[config.mk]
export PLATFORM = sky130hd
export DESIGN_NAME = led_bin_allocator
export DESIGN_NICKNAME = d
export VERILOG_FILES = /design/src/rtl/led_bin_allocator.sv
export SDC_FILE = /design/constraint.sdc
export NUM_CORES = 1
export LEC_CHECK = 0
export BUFFER_PORTS_ARGS = -buffer_cell sky130_fd_sc_hd__buf_4
export CAP_MARGIN = 15
export CORE_UTILIZATION = 30
export DETAILED_ROUTE_END_ITERATION = 7
export PLACE_DENSITY = 0.55
export SLEW_MARGIN = 0
export SYNTH_ARGS = -nofsm -noshare
export SYNTH_HDL_FRONTEND = slang
export SYNTH_SLANG_ARGS = --single-unit
[constraint.sdc]
create_clock -name clk -period 16.2 [get_ports clk]
set_input_delay 3.24 -clock clk [delete_from_list [all_inputs] [get_ports clk]]
set_output_delay 3.24 -clock clk [all_outputs]
set_load 0.02 [all_outputs]
[src/rtl/led_bin_allocator.sv]
// Splits LEDS LEDs across BIN_QTY bins in proportion to amplitude.
// Sequential sum, restoring division and leftover fix-up; publishes atomically once the driver is idle.
module led_bin_allocator #(
  parameter int LEDS    = 50,
  parameter int BIN_QTY = 12,
  parameter int AMP_W   = 16
) (
  input  logic                       clk,
  input  logic                       rst,
  input  logic                       in_valid,
  output logic                       in_ready,
  input  logic [BIN_QTY*AMP_W-1:0]   amps,
  input  logic [BIN_QTY*24-1:0]      colors,
  input  logic                       led_done,
  output logic [BIN_QTY*24-1:0]      rgb,
  output logic [BIN_QTY*$clog2(LEDS)-1:0] LEDCounts,
  output logic                       out_valid
);

  localparam int CW  = $clog2(LEDS);
  localparam int QW  = $clog2(LEDS + 1);
  localparam int TW  = AMP_W + $clog2(BIN_QTY);
  localparam int NW  = AMP_W + QW;
  localparam int DW  = TW + QW;
  localparam int BIW = (BIN_QTY > 1) ? $clog2(BIN_QTY) : 1;
  localparam int SW  = $clog2(QW + 1);

  // A power-of-two LED count would not fit in the CW-bit count fields.
  if ((LEDS & (LEDS - 1)) == 0) begin : g_leds_check
    $error("led_bin_allocator: LEDS must not be a power of two");
  end

  typedef enum logic [2:0] {S_IDLE, S_SUM, S_DIV, S_FIX, S_PUB} state_t;

  state_t                   state_q;
  logic [AMP_W-1:0]         amp_q   [BIN_QTY];
  logic [23:0]              color_q [BIN_QTY];
  logic [CW-1:0]            cnt_q   [BIN_QTY];
  logic [TW-1:0]            total_q;
  logic [AMP_W-1:0]         maxAmp_q;
  logic [BIW-1:0]           maxIdx_q;
  logic [CW-1:0]            sum_q;
  logic [BIW-1:0]           binIdx_q;
  logic [SW-1:0]            step_q;
  logic [NW-1:0]            num_q;
  logic [DW-1:0]            div_q;
  logic [QW-1:0]            quo_q;
  logic                     inReady_q;
  logic                     outValid_q;
  logic [BIN_QTY*24-1:0]    rgb_q;
  logic [BIN_QTY*CW-1:0]    ledCounts_q;

  logic                     divGe_d;
  logic [QW-1:0]            quo_d;
  logic [NW-1:0]            num_d;

  // One restoring step; a zero total forces every quotient bit to 0.
  always_comb begin
    divGe_d = (total_q != '0) && (DW'(num_q) >= div_q);
    quo_d   = {quo_q[QW-2:0], divGe_d};
    num_d   = divGe_d ? (num_q - NW'(div_q)) : num_q;
  end

  always_ff @(posedge clk) begin
    if (rst) begin
      state_q     <= S_IDLE;
      total_q     <= '0;
      maxAmp_q    <= '0;
      maxIdx_q    <= '0;
      sum_q       <= '0;
      binIdx_q    <= '0;
      step_q      <= '0;
      num_q       <= '0;
      div_q       <= '0;
      quo_q       <= '0;
      inReady_q   <= 1'b1;
      outValid_q  <= 1'b0;
      rgb_q       <= '0;
      ledCounts_q <= '0;
      for (int i = 0; i < BIN_QTY; i++) begin
        amp_q[i]   <= '0;
        color_q[i] <= '0;
        cnt_q[i]   <= '0;
      end
    end else begin
      outValid_q <= 1'b0;
      case (state_q)
        S_IDLE: begin
          if (in_valid) begin
            for (int i = 0; i < BIN_QTY; i++) begin
              amp_q[i]   <= amps[i*AMP_W +: AMP_W];
              color_q[i] <= colors[i*24 +: 24];
            end
            total_q   <= '0;
            maxAmp_q  <= '0;
            maxIdx_q  <= '0;
            sum_q     <= '0;
            binIdx_q  <= '0;
            step_q    <= '0;
            inReady_q <= 1'b0;
            state_q   <= S_SUM;
          end
        end
        S_SUM: begin
          total_q <= total_q + TW'(amp_q[binIdx_q]);
          if (amp_q[binIdx_q] > maxAmp_q) begin
            maxAmp_q <= amp_q[binIdx_q];
            maxIdx_q <= binIdx_q;
          end
          if (binIdx_q == BIW'(BIN_QTY - 1)) begin
            binIdx_q <= '0;
            state_q  <= S_DIV;
          end else begin
            binIdx_q <= binIdx_q + 1'b1;
          end
        end
        S_DIV: begin
          if (step_q == '0) begin
            num_q  <= NW'(amp_q[binIdx_q]) * NW'(LEDS);
            div_q  <= DW'(total_q) << (QW - 1);
            quo_q  <= '0;
            step_q <= SW'(1);
          end else begin
            num_q <= num_d;
            div_q <= div_q >> 1;
            quo_q <= quo_d;
            if (step_q == SW'(QW)) begin
              cnt_q[binIdx_q] <= CW'(quo_d);
              sum_q           <= sum_q + CW'(quo_d);
              step_q          <= '0;
              if (binIdx_q == BIW'(BIN_QTY - 1)) begin
                binIdx_q <= '0;
                state_q  <= S_FIX;
              end else begin
                binIdx_q <= binIdx_q + 1'b1;
              end
            end else begin
              step_q <= step_q + 1'b1;
            end
          end
        end
        S_FIX: begin
          if (total_q != '0) begin
            cnt_q[maxIdx_q] <= cnt_q[maxIdx_q] + (CW'(LEDS) - sum_q);
          end
          state_q <= S_PUB;
        end
        S_PUB: begin
          if (led_done) begin
            for (int i = 0; i < BIN_QTY; i++) begin
              ledCounts_q[i*CW +: CW] <= cnt_q[i];
              rgb_q[i*24 +: 24]       <= (cnt_q[i] != '0) ? color_q[i] : 24'd0;
            end
            outValid_q <= 1'b1;
            inReady_q  <= 1'b1;
            state_q    <= S_IDLE;
          end
        end
        default: state_q <= S_IDLE;
      endcase
    end
  end

  assign in_ready  = inReady_q;
  assign out_valid = outValid_q;
  assign rgb       = rgb_q;
  assign LEDCounts = ledCounts_q;

endmodule

# Yosys cells after proc, flatten, opt, wreduce, memory -nomap -nowiden
# Memories as Yosys holds them, arrays and structs flattened. A register that Yosys moved wholly into a read port is not among the register bits.
# Index checks and enable logic that the tools add are counted.
[op_classes]
n_addsub = 7
mul = 1
n_lt_le_gt_ge = 2
n_eq_ne = 13
n_mux = 96
bitwise_logic = 25
n_reduce_logical = 33
[op_table]
columns = ["cell", "count"]
rows = [
  ["24-bit 2-to-1 mux", 24],
  ["16-bit 2-to-1 mux", 14],
  ["6-bit nonzero test", 12],
  ["22-bit 2-to-1 mux", 2],
  ["4-bit 2-to-1 mux", 11],
  ["20-bit one-hot mux with 2 select lines", 1],
  ["16-bit one-hot mux with 2 select lines", 1],
  ["6-bit 2-to-1 mux", 5],
  ["3-bit 2-to-1 mux", 9],
  ["22-bit by 26-bit >= comparator with 1-bit output", 1],
  ["25-bit 2-to-1 mux", 1],
  ["1-bit bitwise OR", 24],
  ["22-bit subtractor", 1],
  ["16-bit by 5-bit multiplier with 21-bit output, second input constant", 1],
  ["20-bit by 16-bit adder with 20-bit output", 1],
  ["1-bit 2-to-1 mux", 20],
  ["20-bit 2-to-1 mux", 1],
  ["20-bit nonzero test", 1],
  ["16-bit greater-than comparator", 1],
  ["3-bit one-hot mux with 5 select lines", 1],
  ["2-bit inequality test, second input constant", 7],
  ["6-bit adder", 2],
  ["4-bit one-hot mux with 3 select lines", 1],
  ["6-bit one-hot mux with 2 select lines", 1],
  ["other kinds (22)", 34],
]
[word_totals]
reg_bits = 471
ramBits = 552
output_inout_bits = 362
mem_count = 3
[memory_table]
columns = ["memory", "words", "word_bits", "rd", "rd_clocked_by_memory_dff", "wr", "line_no", "text"]
rows = [
  ["color_q", 12, 24, 12, 0, 12, "37", "logic [23:0] color_q [BIN_QTY];"],
  ["amp_q", 12, 16, 1, 1, 12, "36", "logic [AMP_W-1:0] amp_q [BIN_QTY];"],
  ["cnt_q", 12, 6, 13, 1, 12, "38", "logic [CW-1:0] cnt_q [BIN_QTY];"],
]

# Longest topological paths before layout
[logic_depth]
ltp_word = 9
mapped_depth = 20
mapped_depth_nobuf = 19

# Least setup slack after synthesis
# Ideal clock, no wire load.
[synth_path]
path_kind = "in2reg"
startpoint = "in rst"
endpoint = "mem amp_q[0][0], enable pin"
setup_ps = 3474
arrival_ps = 11643
t_required_ps = 12726
path_slack_ps = 1083
path_stages = 4
n_path_buf = 2
cell_sequence = "inv_1 clkbuf_1 buf_1 nand2_1"
[synth_rtl]
columns = ["item", "line_no", "text"]
rows = [
  ["start, declared", "9", "input logic rst,"],
  ["end, declared", "36", ""],
]

==> impl_metrics.toml <==
[status]
outcome = "completed"

[yosys]
netlist_area_sq_um = 44400
yosysUniqueCellTypes = 76
yosys.area.top_type = "edfxtp_1"
synth-simple-area-share_pct = 15.5
synth_top_area_share_pct = 39.0
synthTopCellsByArea = "edfxtp_1 (39%), dfxtp_1 (22%), and3_1 (5.7%), a22oi_1 (5.3%), nor2_1 (4.4%)"
syn_nets = 4484
synth_top_family_by_area = "simple AND/OR/NAND/NOR gates"
synthMuxAreaShare_pct = 4.56
synth_fa_ha_area_share_pct = 4.09
ys_warn_count = 0
post-synth-top-count-cell = "edfxtp_1"
synthTopCellsByCount = "edfxtp_1 (576), nor2_1 (524), dfxtp_1 (478)"
ys_seq_area_share_pct = 60.5
synth_seq_cells = 1054
synth_edf_count = 576
synth.avg_cell_area_sq_um = 11.5
synth_compound_area_share_pct = 10.7
synthFlopType = "edfxtp_1"
synth_xor_area_share_pct = 0.966
synth_cells = 3864
async_flop_share_pct = 0

[clocking]
clockBufferDepth = 3
clock_sink_count = 1054
cts_setup_buffers = 0
cts.clk_slew.worst_paths_ps = 60
cts_buffers = 115
htree_levels = 3
root_buffer = "clkbuf_16"
cts_tree = "done"
ctsResizeCount = 0
clk_latency_ps = 760
cts_hold_buf = 0

[route]
wl_per_cell_um = 22.5
avgViaCountPerCell = 5.00
drt_iter0_markers = 2473
drt_wl_total_um = 149000
num_vias = 33100
drtAntennaViolNets = 0
drc = 0
dr.pass1.iters = 5

[global_route]
grt_max_degree = 195
grt_pass1_vias = 31800
grt_pass1_wl_um = 216000
antenna_found_initial = 29
overflow = 0
grt_usage_pct = 19.2

[floorplan]
initial_core_util_pct = 30.4
core_sq_um = 146000
io_pins = 846
die_x_um = 387
die_area_sq_um = 150000
rows = 140
die_y_um = 387

[setup_path]
reg2reg_slack_ps = 10120
cp_data_required_time_ps = 16560
cp_max_fo = 165
cp_cell_sequence = "buf_8 -> inv_8 -> nand2_4 -> buf_12 -> buf_12"
critPathKind = "in2reg"
critical-path-max-stage-delay_ps = 690
start_kind = "primary input"
worst_path_most_repeated_cell = "buf_12"
cp_slowest_cell = "buf_12"
cp-end-kind = "flop"
arrival_ps = 6610

[layout]
fin_nets = 5203
area.growth.synth_to_final_pct = 27.1
drive_gt1_share_pct = 25.6

[job]
maxCapViolations = 0

[timing]
grt_setup_unrepaired = "false"
maxSlewViolCount = 0
min_period_ps = 6250
fin_skew_ps = 70.6
max_freq_mhz = 160
worst_pin_slew_ps = 1240
setup-tns-final_ps = 0
fin_crit_sh_pct = 38.6
setup_viol_count_final = 0
max_slew_margin_pct = 17.6
hold_viol_final = 0

[power_and_ir_drop]
p_leak_nw = 23.5
power.total_mw = 6.26
power.density_nw_per_um2 = 111
ir_drop_uv = 91.9

[placement]
placement.io_buffers = 845
routabilityCongestion = 0.844
dp_hpwl_um = 104000

[hold_path]
min_path_type = "reg2reg"
-- placed cells by master (no fill, tap or decap), types with 17 or more instances in the layout --
cell type  instances
mux4_2            78
xnor2_1           28
edfxtp_1         576
clkbuf_8          17
and3_1           407
inv_1            122
dfxtp_1          474
nand2_1          278
nor2_1           524
a21oi_1          164
buf_4            888
clkbuf_1          40
a22oi_1          312
o21ai_0           34
nand3_1           19
clkbuf_16        118
mux2i_1           18
xor2_1            21
a21o_1            21
ha_1             121
a311oi_1          25
nor4_1            22
nor2b_1           89
-- flip-flops by register name, summed over array words and instances (netlist names), named ones only --
register and count:
quo_q 5, sum_q 6, color_q 288, div_q 25, num_q 22, maxAmp_q 16
total_q 20, cnt_q 96, LEDCounts 72, amp_q 192, in_ready 1, rgb 288
state_q 3, step_q 3, out_valid 1, binIdx_q 4, maxIdx_q 4
-- final timing paths --
check / startpoint / to / cells past startpoint
worst max-delay path: rst / color_q[1][16] / 5
worst max register to register: flop / num_q[21] / 18
worst min-delay path: maxAmp_q[15] / maxAmp_q[15] / 2
worst min register to register: maxAmp_q[15] / maxAmp_q[15] / 2
-- layout make-up --
cell class / count / area [sq um]
inverters: 123 / 469
clock inverters: 44 / 494
clock buffers: 175 / 3340
flip-flops and latches: 1054 / 26900
multi-input cells: 2395 / 16000
diodes: 14 / 35.0
repair buffers: 894 / 6780
fillers: 14200 / 89800
well taps: 1917 / 2400
-- routing by layer --
metal / global-route usage, % / vias up / wire length [um]
met5: 0 / - / 143
met4: 5.71 / 20 / 3510
met3: 4.95 / 199 / 11400
met2: 30.8 / 1046 / 69700
met1: 25.5 / 16300 / 64400
li1: - / 15500 / -
-- power by group --
part	switching [mW]	leakage, nW	total (mW)	internal, mW
Clock	1.13	1.86	2.66	1.52
Sequential	0.0485	10.0	2.99	2.95
Combinational	0.351	11.6	0.605	0.254
Total	1.53	23.5	6.26	4.72
-- cell families after synthesis --
family / Yosys count
mux: 104
xor+xnor: 49
buf+inv: 415
simple gates: 1425
flops: 1054
fa+ha+maj: 136
compound gates: 681
-- metrics by stage --
stage                     cells  util (%)  worst slack, ps  hold slack (ps)  area [sq um]
final                      6616      38.6             9950              449         56400
after global routing       6611      38.6             9400              463         56400
after CTS                  6601      38.5             9980              452         56400
after detailed placement   6382      35.9             9150              445         52500
after global placement     6382      35.9             9170              439         52500
after floorplan            3864         -             1080              432         44400
-- critical path, delay by kind of cell --
| kind | cells | cell delay, ps |
|---|---|---|
| buffers and inverters | 4 | 2140 |
| AND/OR/NAND/NOR | 1 | 540 |
(Power assumes the default switching activity.)
